$ cat src/rtl/alien_march.sv
// Alien formation marcher: one horizontal step (or edge drop + reversal) per accepted
// divider tick, with a sticky invaded flag once the formation reaches the player row.
module alien_march #(
  parameter int COL_W   = 16,
  parameter int X_MIN   = 0,
  parameter int X_MAX   = 639,
  parameter int STEP_X  = 2,
  parameter int STEP_Y  = 8,
  parameter int X_INIT  = 64,
  parameter int Y_INIT  = 32,
  parameter int Y_LIMIT = 400,
  parameter int XW      = 11,
  parameter int YW      = 10
) (
  input  logic                 clk,
  input  logic                 rst,
  input  logic                 tick,
  input  logic                 en,
  input  logic                 none_alive,
  input  logic [3:0]           left_col,
  input  logic [3:0]           right_col,
  output logic signed [XW-1:0] x_off,
  output logic [YW-1:0]        y_off,
  output logic                 dir,
  output logic                 frame,
  output logic                 step_done,
  output logic                 invaded
);

  localparam int EW = XW + 6;

  typedef enum logic [1:0] {WAIT, EVAL, APPLY, HALT} state_t;

  state_t state, state_nxt;

  logic [3:0]          lcol_p0, rcol_p0;
  logic                drop_p1;
  logic                accept;
  logic signed [EW-1:0] x_ext, lcol_px, rcol_px, le, re;
  logic                drop_nxt;
  logic [YW-1:0]       y_new;
  logic                hit_limit;

  function automatic logic [YW-1:0] sat_add_y(input logic [YW-1:0] a,
                                              input logic [YW-1:0] b);
    logic [YW:0] s;
    s = {1'b0, a} + {1'b0, b};
    return s[YW] ? '1 : s[YW-1:0];
  endfunction

  // An inverted column range means nothing is alive, so the tick is ignored.
  assign accept = tick & en & ~none_alive & (left_col <= right_col);

  always_comb begin
    x_ext    = {{6{x_off[XW-1]}}, x_off};
    lcol_px  = $signed(EW'(lcol_p0)) * $signed(EW'(COL_W));
    rcol_px  = $signed(EW'(rcol_p0) + EW'(1)) * $signed(EW'(COL_W));
    le       = x_ext + lcol_px;
    re       = x_ext + rcol_px - EW'(1);
    drop_nxt = dir ? (le - EW'(STEP_X) < EW'(X_MIN))
                   : (re + EW'(STEP_X) > EW'(X_MAX));
    y_new     = drop_p1 ? sat_add_y(y_off, YW'(STEP_Y)) : y_off;
    hit_limit = (y_new >= YW'(Y_LIMIT));
  end

  always_comb begin
    state_nxt = state;
    case (state)
      WAIT:    if (accept) state_nxt = EVAL;
      EVAL:    state_nxt = APPLY;
      APPLY:   state_nxt = hit_limit ? HALT : WAIT;
      HALT:    state_nxt = HALT;
      default: state_nxt = WAIT;
    endcase
  end

  always_ff @(posedge clk or posedge rst) begin
    if (rst) begin
      state     <= WAIT;
      lcol_p0   <= '0;
      rcol_p0   <= '0;
      drop_p1   <= 1'b0;
      x_off     <= XW'(X_INIT);
      y_off     <= YW'(Y_INIT);
      dir       <= 1'b0;
      frame     <= 1'b0;
      step_done <= 1'b0;
      invaded   <= 1'b0;
    end else begin
      state     <= state_nxt;
      step_done <= (state == APPLY);
      // Stage p0: capture the alive column span with the tick
      if (state == WAIT && accept) begin
        lcol_p0 <= left_col;
        rcol_p0 <= right_col;
      end
      // Stage p1: edge test against the current origin
      if (state == EVAL)
        drop_p1 <= drop_nxt;
      // Stage p2: commit the step
      if (state == APPLY) begin
        frame <= ~frame;
        if (drop_p1) begin
          y_off <= y_new;
          dir   <= ~dir;
        end else begin
          x_off <= dir ? x_off - XW'(STEP_X) : x_off + XW'(STEP_X);
        end
        if (hit_limit)
          invaded <= 1'b1;
      end
    end
  end

endmodule
$ cat config.mk
export PLATFORM = sky130hd
export DESIGN_NAME = alien_march
export DESIGN_NICKNAME = d
export VERILOG_FILES = /design/src/rtl/alien_march.sv
export SDC_FILE = /design/constraint.sdc
export NUM_CORES = 1
export LEC_CHECK = 0
export ABC_AREA = 1
export BUFFER_PORTS_ARGS = -buffer_cell sky130_fd_sc_hd__buf_2
export CAP_MARGIN = 25
export CORE_MARGIN = 1.5
export CORE_UTILIZATION = 60
export DETAILED_ROUTE_END_ITERATION = 12
export GPL_TIMING_DRIVEN = 0
export PLACE_DENSITY = 0.81
export SLEW_MARGIN = 20
export SYNTH_ARGS = -nofsm -noshare
export SYNTH_HDL_FRONTEND = slang
export SYNTH_SLANG_ARGS = --single-unit
$ cat constraint.sdc
create_clock -name clk -period 5.8 [get_ports clk]
set_clock_uncertainty 0.15 [all_clocks]
set_input_delay 0.87 -clock clk [delete_from_list [all_inputs] [get_ports clk]]
set_output_delay 0.87 -clock clk [all_outputs]
set_load 0.01 [all_outputs]
# Word level (Yosys, flattened, before mapping)
# Index checks and enable logic that the tools add are counted.
[classes]
bitwise = 7
n_lt_le_gt_ge = 4
addsub = 9
n_mux = 7
n_eq_ne = 4
n_reduce_logical = 5
[op_table]
columns = ["op", "n"]
rows = [
  ["2-to-1 mux 10 bit", 2],
  ["adder 13 x 3 -> 14 bit (second input constant)", 1],
  ["> comparator 14 x 11 -> 1 bit (second input constant)", 1],
  ["< comparator 13 x 1 -> 1 bit (second input constant)", 1],
  ["subtractor 12 x 2 -> 13 bit (second input constant)", 1],
  ["subtractor 12 x 3 -> 13 bit (second input constant)", 1],
  ["adder 11 x 10 -> 12 bit", 1],
  ["adder 11 x 9 -> 12 bit", 1],
  ["adder 10 x 4 -> 11 bit (second input constant)", 1],
  ["adder 11 x 3 -> 11 bit (second input constant)", 1],
  ["2-to-1 mux 11 bit", 1],
  ["subtractor 11 x 3 -> 11 bit (second input constant)", 1],
  [">= comparator 10 x 9 -> 1 bit (second input constant)", 1],
  ["case mux 2 bit (4 select lines)", 1],
  ["AND reduction 2 bit", 3],
  ["adder 4 x 1 -> 5 bit (second input constant)", 1],
  ["== test 2 bit (second input constant)", 2],
  ["less-or-equal comparator 4 bit", 1],
  ["2-to-1 mux 2 bit", 2],
  ["inverter 1 bit", 4],
  ["bitwise AND 1 bit", 3],
  ["== test 2 x 1 -> 1 bit (second input constant)", 1],
  ["zero test 2 bit", 1],
  ["inequality test 2 bit (second input constant)", 1],
  ["other kinds (2)", 2],
]
[word_totals]
wordCells = 46
inputBits = 13
reg_bits = 36
out_inout_bits = 25

# Depth between registers and ports, before layout
# Gate-level depths: netlist of run 1.
[depth]
word_depth = 6
ltp_mapped = 16
ltp_nobuf = 16

# Least setup slack after synthesis of run 1
# OpenSTA, ideal clock, no wires.
[synth_timing]
kind = "in2reg"
startpoint = "input right_col[3]"
endpoint = "register state[0]"
path_slack_ns = 3.587
setup_ns = 0.122
arrival_time_ns = 1.941
cell_stages = 9
cell_sequence = "inv_1 -> ha_1 -> nand2_1 -> inv_1 -> o21ai_0 -> a32o_1 -> nand2_1 -> buf_4 -> nand3_2"
[synth_between]
elab_chain_cells = 3
[synth_rtl]
columns = ["element", "line_no", "text"]
rows = [
  ["start: declaration", "21", "input logic [3:0] right_col,"],
  ["less-or-equal comparator 4 bit", "52", "assign accept = tick & en & ~none_alive & (left_col <= right_col);"],
  ["bitwise AND 1 bit", "52", ""],
  ["inequality test 2 bit (no source line)", "-", ""],
  ["end signal: assignment", "90", "state <= state_nxt;"],
  ["end: declaration", "34", "state_t state, state_nxt;"],
]
# No other way between the ends.
# A chain may end at the register's enable or synchronous reset.

# Worst setup path in the final report of run 1
[layout_timing]
startpoint = "register dir"
endpoint = "register x_off[9]"
[layout_between]
elab_chain_cells = 1
[layout_rtl]
columns = ["element", "line_no", "text"]
rows = [
  ["start: declaration", "24", "output logic dir,"],
  ["start signal: assignment", "105", "dir <= ~dir;"],
  ["2-to-1 mux 11 bit", "107", "x_off <= dir ? x_off - XW'(STEP_X) : x_off + XW'(STEP_X);"],
  ["end signal: assignment", "83", "x_off <= XW'(X_INIT);"],
  ["end signal: assignment", "107", ""],
  ["end: declaration", "22", "output logic signed [XW-1:0] x_off,"],
]
# No other way between the ends.

==> metrics.cfg, run 1 <==
[placed_design]
place_inst=428
io_buffers=36
post_dp_cell_area_mm2=0.00287
post-place-ws_ps=3310
gp_congestion=0.914
hpwlAfterDp_mm=4.26

[sta]
period_share=0.405
hold_viol_final=0
period_minus_slack_ps=2350
relSlewSlack=0.504
rsz0062_at_grt=false
worstMarginPinSlew_ps=743
drv_slew=0
setup_viol=0
setup_ws_ps=3450
holdWs_ps=307
fmax_mhz=426
setup_tns_ps=0

[cells_and_area]
fill_cells=341
diodes=0
drive_gt1_frac=0.171
final_cells=436
multi_input_area_mm2=0.00149
design_area_mm2=0.00296
area_growth_pct=12.8
layout.nets=432
post-route-util=0.719
ff_latch_area_um2=878

[worst_hold_path]
whs_path_depth=2
min_path_type=reg -> reg
hold_start=y_off[1]$_DFFE_PP0P_
worst_hold_path.endpoint=y_off[1]$_DFFE_PP0P_

[global_route]
grt_usage=0.251
antenna_found_initial=0
grt_pass1_vias=2237
grt_first_pass_wirelength_mm=9.86
grt_start_max_net_pins=36
overflow=0

[logic_synthesis]
synth_cells=342
synth-adder-area-share=0.168
synth_top_area_frac=0.315
synth_common_cells=nand2_1 (79), inv_1 (58), dfrtp_1 (33), ha_1 (32), nor2_1 (22)
synth_ff_type=dfrtp_1
avgSynthCellArea_um2=7.68
synthSimpleGateAreaFrac=0.249
synth-seq-cells=35
synth_xor_area_frac=0.0467
synth_async_sr_flop_share=1.00
synth_area_leader_cell=dfrtp_1
synth_top_family_by_area=simple AND/OR/NAND/NOR gates
syn-cell-area_mm2=0.00263
synth_edf_count=0
synth_compound_area_frac=0.102
ys_types=35
ys_seq_area_frac=0.335
synth_fp_nets=389
muxShareOfSynthArea=0
synth_area_leaders=dfrtp_1 (31%), ha_1 (15%), nand2_1 (11%), inv_1 (8.3%), xor2_1 (4.3%)
synth_most_common_cell=nand2_1
ys.warnings.count=0

[routing]
dr.pass1.iters=4
ant_nets=0
vias=2312
totalWireLength_mm=5.52
drc=0
wl_per_cell_um=12.7
drt_iter0_drc=167
via_per_inst=5.30

[clocking]
numCtsBuffers=5
cts-resized-gates=0
worstSkewPairLatency_ps=300
root_buffer=clkbuf_8
path_clk_slew_ps=80
clkSinkCount=35
cts_hold_buffers=0
cts_tree=yes
post_cts_buffers=0
h-tree-depth=2
cts.path.max_buffers=2

[floorplan]
placement_rows=23
num_io_pins=38
fp.dieH_um=69.1
dieArea_mm2=0.00478
coreArea_mm2=0.00412
initial_core_util=0.638
fp.dieW_um=69.1

[worst_setup_path]
reg2regPathDepth=10
r2r_end=x_off[9]$_DFFE_PP0P_
critPathKind=reg -> reg
cp_max_fo=13
crit_path_end_kind=flop
critPathTopFamily=flip-flops
crit_path_start_kind=flop
crit_slowest_cell=dfrtp_1
critPathBufInv=2
r2r_setup_slack_ps=3450
crit_chain=inv_1 -> fa_1 -> inv_1 -> nand3_1 -> nand2_1 -> nand4_1 -> o211ai_1 -> or2_1 -> nand3_1 -> o21ai_0
critPathArrivalTime_ps=2410
reg2reg_from=dir$_DFFE_PP0P_
slowest_delay_ps=670
worstPathRequired_ps=5860

[power_and_ir_drop]
leakagePower_nw=1.69
finalPower_mw=0.742
power.density_mw_per_mm2=251
irDropWorstVdd_mv=0.198

[flow_run]
drv_cap=0

[outcome]
status=finished clean

==> worst reg2reg max path, cell delays in order, from the launching register on <==
cell      delay, ps
dfrtp_1         670
inv_1           210
fa_1            390
inv_1           100
nand3_1         100
nand2_1         130
nand4_1         100
o211ai_1        130
or2_1           140
nand3_1          60
o21ai_0          90
==> flip-flops by register name (all words and copies together), names as in the netlist <==
name,flops
state,2
drop_p1,1
step_done,1
dir,1
rcol_p0,4
x_off,10
invaded,1
lcol_p0,4
frame,1
y_off,10
==> layer usage <==
metal	routed length (um)	up-vias	track usage
li1	-	1182	-
met1	2550	1049	0.341
met3	312	11	0.0482
met5	0	-	0
met4	96	0	0.0937
met2	2570	70	0.399
==> worst max path at each step <==
stage | start | endpoint | depth (start not counted)
after floorplan | right_col[3] | state[0]$_DFFE_PP0P_ | 9
after global placement | right_col[3] | lcol_p0[2]$_DFFE_PP0P_ | 10
after detailed placement | right_col[3] | rcol_p0[1]$_DFFE_PP0P_ | 11
after CTS | rcol_p0[0]$_DFFE_PP0P_ | drop_p1$_DFFE_PP0N_ | 15
after global routing | rcol_p0[0]$_DFFE_PP0P_ | drop_p1$_DFFE_PP0N_ | 15
final | dir$_DFFE_PP0P_ | x_off[9]$_DFFE_PP0P_ | 10
==> cells by family (layout without fill, tap and decap cells) <==
kind of cell | count (synthesis) | count (layout)
and+or+nand+nor | 144 | 144
buffers and inverters | 66 | 110
xor gates and xnor gates | 14 | 14
DFF | 35 | 35
adders and majority gates | 34 | 34
AOI/OAI and AO/OA | 48 | 48
other | 1 | 1
==> report_power, final <==
group	switching [mW]	internal (mW)	total, mW
registers	0.0339	0.276	0.310
clock network	0.0992	0.0858	0.185
logic	0.143	0.104	0.247
==> cell type report <==
cell class | instances | share of cell area
Buffer | 3 | 0.00761
Clock buffer | 5 | 0.0232
Clock inverter | 3 | 0.00803
Sequential cell | 35 | 0.297
Inverter | 63 | 0.0799
Tap cell | 50 | 0.0211
Timing Repair Buffer | 36 | 0.0609
Multi-Input combinational cell | 241 | 0.503
==> placed cells by master (no fill, tap or decap), types with 3 or more instances in the layout <==
cell	count
nand2_2	3
nor2_2	3
xor2_1	13
clkbuf_8	5
inv_2	5
nand3_1	18
nand4_1	6
buf_4	3
a21oi_1	18
nand3b_1	3
nand2_1	79
o21ai_1	10
buf_2	36
inv_1	57
o21ai_0	10
nor2_1	22
dfrtp_1	33
ha_1	32
Note: power is estimated with default switching activity, not from simulation.
==> run 2: changes to the inputs <==
--- a/config.mk
+++ b/config.mk
@@ -9,10 +9,10 @@
 export BUFFER_PORTS_ARGS = -buffer_cell sky130_fd_sc_hd__buf_2
 export CAP_MARGIN = 25
 export CORE_MARGIN = 1.5
-export CORE_UTILIZATION = 60
+export CORE_UTILIZATION = 52
 export DETAILED_ROUTE_END_ITERATION = 12
 export GPL_TIMING_DRIVEN = 0
-export PLACE_DENSITY = 0.81
+export PLACE_DENSITY = 0.74
 export SLEW_MARGIN = 20
 export SYNTH_ARGS = -nofsm -noshare
 export SYNTH_HDL_FRONTEND = slang
==> constraint.sdc (replaced) <==
create_clock -name clk -period 2 [get_ports clk]
set_clock_uncertainty 0.15 [all_clocks]
set_input_delay 0.3 -clock clk [delete_from_list [all_inputs] [get_ports clk]]
set_output_delay 0.3 -clock clk [all_outputs]
set_load 0.01 [all_outputs]
==> run 2 against run 1 <==
The run now ends with negative setup slack left; non-clock buffer count rose by 9; count of clock-buffer cells in the layout rose by 1; maximum frequency rose by 5.2%; utilization fell by 3.3 points; largest power group unchanged; critical endpoint is now drop_p1$_DFFE_PP0N_.
==> metrics.cfg, run 2 (synthesis gave the netlist of run 1 again) <==
[clocking]
worstSkewPairLatency_ps=290  ; about the same
cts_tree=yes
h-tree-depth=2  ; unchanged
path_clk_slew_ps=80  ; about the same
numCtsBuffers=5  ; unchanged
root_buffer=clkbuf_8
clkSinkCount=35  ; unchanged
cts.path.max_buffers=2  ; unchanged

[sta]
period_share=1.12  ; +0.712
drv_slew=0  ; unchanged
setup_viol=1  ; +1
period_minus_slack_ps=2230  ; -115 ps
setup_tns_ps=-234  ; -234 ps
setup_ws_ps=-234  ; -3680 ps
hold_viol_final=0  ; unchanged
worstMarginPinSlew_ps=722  ; -21.4 ps
rsz0062_at_grt=true
relSlewSlack=0.518  ; +0.0143
fmax_mhz=448  ; +5.2%

[placed_design]
gp_congestion=0.855  ; -6.5%
io_buffers=36  ; unchanged
post-place-ws_ps=-229  ; -3540 ps
hpwlAfterDp_mm=4.17  ; -2.1%

[power_and_ir_drop]
power.density_mw_per_mm2=712  ; +180%
swShare=0.365  ; -0.00768
p_clk_frac=0.239  ; -0.010
p_seq_frac=0.388  ; -0.029
combPwrFrac=0.373  ; +0.040
p_int_mw=1.49  ; +220%
leakagePower_nw=1.74  ; +3.1%
irDropWorstVdd_mv=0.473  ; +140%
p_sw_mw=0.854  ; +210%

[routing]
vias=2341  ; +1.3%
drc=0  ; unchanged
drt_iter0_drc=128  ; -23%
wl_per_cell_um=12.8  ; +1.1%
totalWireLength_mm=5.92  ; +7.2%
via_per_inst=5.07  ; -4.4%
dr.pass1.iters=4  ; unchanged
ant_nets=0  ; unchanged

[global_route]
grt_usage=0.214  ; -0.0371
antenna_found_initial=0  ; unchanged
grt_first_pass_wirelength_mm=9.07  ; -8.1%
grt_start_max_net_pins=36  ; unchanged
overflow=0  ; unchanged
grt_pass1_vias=2106  ; -5.9%

[worst_setup_path]
crit_path_start_kind=flop
worstPathRequired_ps=2040  ; -3820 ps
reg2regPathDepth=16  ; +6
critPathKind=reg -> reg
critPathArrivalTime_ps=2270  ; -140 ps
cp_max_fo=6  ; -7
crit_path_end_kind=flop

[cells_and_area]
layout_common_cells=nand2_1 (67), inv_1 (52), buf_2 (36)
diodes=0  ; unchanged
reg_top3=x_off: 10 flops, y_off: 10 flops
fill_cells=401  ; +18%
area_growth_pct=25.2
layout_commonest_cell=nand2_1
drive_gt1_frac=0.294  ; +0.123
layout.nets=441  ; +2.1%

[worst_hold_path]
min_path_type=in -> reg
whs_path_depth=3  ; +1

[floorplan]
initial_core_util=0.548  ; -0.0894
num_io_pins=38  ; unchanged
placement_rows=25  ; +8.7%
dieArea_mm2=0.00548  ; +15%
coreArea_mm2=0.00479  ; +16%
fp.dieH_um=74.1  ; +7.1%
fp.dieW_um=74.1  ; +7.1%

[flow_run]
drv_cap=0  ; unchanged

[outcome]
violations=negative setup slack
status=finished with violations

-- run 2: routing by layer --
layer | part of all wire | track usage
met5 | 0 | 0
met4 | 0.014 | 0.0617
met3 | 0.036 | 0.0366
met2 | 0.51 | 0.369
met1 | 0.44 | 0.275
-- run 2: worst max-delay path, stage by stage, from the launching register on --
cell     delay (ps)
dfrtp_1         390
inv_1           170
xor2_2          190
ha_4            250
buf_6           120
nand2_1          60
nor2_1           40
nand2_1         110
nand3_1         100
nand2_1          70
nand2_1          50
nor2_1           80
nand2_1          60
nand3_1          70
nand2_1          80
nand2_1          70
nand2_1          40
-- run 2: cell type report --
cell class                 count  area, um2  area share
clock buffer                   6       82.6      0.0251
multi-input combinational    241       1710       0.519
inverter                      63        236      0.0720
sequential                    35        881       0.268
clock inverter                 2       16.3     0.00495
buffer                         3       22.5     0.00685
tap                           67       83.8      0.0255
timing repair buffer          45        258      0.0784
-- run 2: metrics by stage --
stage / utilization / instances / area [um2] / power [mW] / hold WS [ps]
6_report: 0.687 / 462 / 3290 / 2.34 / 115
3_5_place_dp: 0.607 / 445 / 2910 / 1.63 / 297
2_1_floorplan: - / 342 / 2640 / 1.42 / 303
3_3_place_gp: 0.607 / 445 / 2910 / 1.59 / 293
5_1_grt: 0.687 / 462 / 3290 / 2.52 / 122
4_1_cts: 0.640 / 459 / 3060 / 2.21 / 108
-- run 2: worst paths after layout --
check / endpoint / startpoint / slack, ps
setup reg to reg: drop_p1$_DFFE_PP0N_ / rcol_p0[3]$_DFFE_PP0P_ / -230
hold reg to reg: y_off[0]$_DFFE_PP0P_ / y_off[0]$_DFFE_PP0P_ / 310
min in group asynchronous: y_off[0]$_DFFE_PP0P_ / rst / 530
hold / removal: rcol_p0[3]$_DFFE_PP0P_ / right_col[3] / 120
max in group asynchronous: rcol_p0[0]$_DFFE_PP0P_ / rst / 660
setup / recovery: drop_p1$_DFFE_PP0N_ / rcol_p0[3]$_DFFE_PP0P_ / -230
-- run 2: power by group through the flow --
stage,Clock [mW],Combinational [mW],Sequential (mW)
final,0.560,0.872,0.908
after floorplan,0,0.504,0.916
after global placement,0,0.680,0.913
after detailed placement,0,0.711,0.916
after CTS,0.575,0.734,0.900
after global routing,0.602,0.992,0.926
-- run 2: what timing repair did --
item | 4_1_cts | 5_1_grt
pin swaps | 4 | 22
endpoints found under the setup margin | 6 | 4
gates resized for setup | 4 | 50
hold buffers | 1 | 0
buffers inserted | 5 | 3
gates cloned | 0 | 0
endpoints found under the hold margin | 27 | 0
==> run 3: changes to the inputs <==
--- a/config.mk
+++ b/config.mk
@@ -13,6 +13,7 @@
 export DETAILED_ROUTE_END_ITERATION = 12
 export GPL_TIMING_DRIVEN = 0
 export PLACE_DENSITY = 0.74
+export RECOVER_POWER = 25
 export SLEW_MARGIN = 20
 export SYNTH_ARGS = -nofsm -noshare
 export SYNTH_HDL_FRONTEND = slang
==> run 3 against run 2 <==
The run still ends with negative setup slack left; global-route usage unchanged; critical endpoint unchanged; combinational power decreased by 1%; via count up 0.21%; power decreased by 0.33%; utilization shrank 0.52 points.
==> metrics.cfg, run 3 (synthesis gave the netlist of run 1 again) <==
[global_route]
grt_usage=0.214  ; unchanged
antenna_found_initial=0  ; unchanged
grt_start_max_net_pins=36  ; unchanged
overflow=0  ; unchanged
grt_pass1_vias=2106  ; unchanged
grt_first_pass_wirelength_mm=9.07  ; unchanged

[power_and_ir_drop]
finalPower_mw=2.33  ; -0.33%
irDropWorstVdd_mv=0.473  ; +0.11%
leakagePower_nw=1.68  ; -3.3%
power.density_mw_per_mm2=715  ; +0.44%

[outcome]
violations=negative setup slack
status=finished with violations

[worst_setup_path]
critPathArrivalTime_ps=2270  ; about the same
crit_path_end_kind=flop
slowest_delay_ps=390  ; about the same
cpMostUsedCell=nand2_1
worstPathRequired_ps=2040  ; about the same
crit_chain=inv_1 -> xor2_2 -> ha_4 -> buf_6 -> nand2_1 -> nor2_1 -> nand2_1 -> nand3_1 -> nand2_1 -> nand2_1 -> nor2_1 -> nand2_1 -> nand3_1 -> nand2_1 -> nand2_1 -> nand2_1
crit_slowest_cell=dfrtp_1
cp_max_fo=6  ; unchanged
crit_path_start_kind=flop
critPathBufInv=2  ; unchanged
critPathKind=reg -> reg
critPathTopFamily=simple AND/OR/NAND/NOR gates

[floorplan]
fp.dieH_um=74.1  ; unchanged
placement_rows=25  ; unchanged
dieArea_mm2=0.00548  ; unchanged
num_io_pins=38  ; unchanged
fp.dieW_um=74.1  ; unchanged
initial_core_util=0.548  ; unchanged
coreArea_mm2=0.00479  ; unchanged

[clocking]
cts.path.max_buffers=2  ; unchanged
root_buffer=clkbuf_8
cts_tree=yes
h-tree-depth=2  ; unchanged
numCtsBuffers=5  ; unchanged
clkSinkCount=35  ; unchanged
path_clk_slew_ps=80  ; about the same
worstSkewPairLatency_ps=290  ; about the same

[cells_and_area]
layout.nets=441  ; unchanged
area_growth_pct=24.2
drive_gt1_frac=0.256  ; -0.0380
layout_common_cells=nand2_1 (67), inv_1 (52), dfrtp_1 (31)
reg_top3=x_off: 10 flops, y_off: 10 flops
diodes=0  ; unchanged
fill_cells=412  ; +2.7%
final_cells=462  ; unchanged
layout_commonest_cell=nand2_1

[routing]
vias=2346  ; +0.21%
drc=0  ; unchanged
via_per_inst=5.08  ; +0.21%
dr.pass1.iters=4  ; unchanged
wl_per_cell_um=12.8  ; about the same
totalWireLength_mm=5.91  ; about the same
drt_iter0_drc=112  ; -13%
ant_nets=0  ; unchanged

[sta]
relSlewSlack=0.513  ; -0.00486
fmax_mhz=447  ; -0.11%
rsz0062_at_grt=true
drv_slew=0  ; unchanged
period_share=1.12  ; +0.00120
worstMarginPinSlew_ps=729  ; +7.28 ps
hold_viol_final=0  ; unchanged
period_minus_slack_ps=2240  ; +2.40 ps
setup_viol=1  ; unchanged
setup_ws_ps=-237  ; -2.40 ps

[placed_design]
place_inst=445  ; unchanged
io_buffers=36  ; unchanged
hpwlAfterDp_mm=4.17  ; unchanged
gp_congestion=0.855  ; unchanged
post-place-ws_ps=-229  ; unchanged

[worst_hold_path]
min_path_type=in -> reg

[flow_run]
drv_cap=0  ; unchanged

## run 3: cell count changes in the layout (fill, tap and decap cells not counted)
cell	previous run	this run
nor2_1	19	20
nor2_4	3	2
clkbuf_1	0	14
buf_2	36	22
## run 3: final cells by class
class	count	area (um2)	share of cell area
buffer	3	22.5	0.00691
clock buffer	6	82.6	0.0253
clock inverter	2	16.3	0.00499
inverter	63	236	0.0725
multi-input combinational	241	1700	0.521
sequential	35	881	0.270
tap	67	83.8	0.0257
timing repair buffer	45	240	0.0737
## run 3: metal layers
layer | up-vias | GRT usage | wire length, um
met5 | - | 0 | 0
met4 | 0 | 0.0617 | 106
met3 | 15 | 0.0366 | 230
met2 | 58 | 0.369 | 2970
met1 | 1077 | 0.275 | 2600
li1 | 1196 | - | -
## run 3: worst paths after layout
kind                       slack (ps)  depth (start not counted)              startpoint                endpoint
max in group asynchronous         660                          3                     rst  rcol_p0[0]$_DFFE_PP0P_
min                               110                          3            right_col[3]  rcol_p0[3]$_DFFE_PP0P_
max reg2reg                      -240                         16  rcol_p0[3]$_DFFE_PP0P_     drop_p1$_DFFE_PP0N_
max                              -240                         16  rcol_p0[3]$_DFFE_PP0P_     drop_p1$_DFFE_PP0N_
min in group asynchronous         540                          3                     rst    y_off[0]$_DFFE_PP0P_
min reg2reg                       320                          1       frame$_DFFE_PP0P_       frame$_DFFE_PP0P_
## run 3: timing repair
item,in CTS,in global routing
resized for setup,4,50
endpoints found under the setup margin,6,4
hold buffers,1,0
setup buffers,5,3
pin swaps,4,22
endpoints found under the hold margin,27,0
## run 3: worst reg2reg max path: stages, from the launching register on
cell     delay (ps)
dfrtp_1         390
inv_1           170
xor2_2          190
ha_4            250
buf_6           120
nand2_1          60
nor2_1           40
nand2_1         110
nand3_1         100
nand2_1          70
nand2_1          50
nor2_1           80
nand2_1          60
nand3_1          70
nand2_1          80
nand2_1          80
nand2_1          50
## run 3: report_power, final
group	switching, mW	total, mW	internal, mW
combinational	0.467	0.862	0.395
sequential	0.107	0.908	0.801
clock	0.280	0.561	0.281
## run 3: through the flow
stage	hold slack (ps)	util	cell area, um2	setup TNS, ps
after floorplan	303	-	2640	0
after global routing	122	0.681	3260	-591
final	115	0.681	3260	-237
after detailed placement	297	0.607	2910	-894
after global placement	293	0.607	2910	-620
after CTS	108	0.640	3060	-194
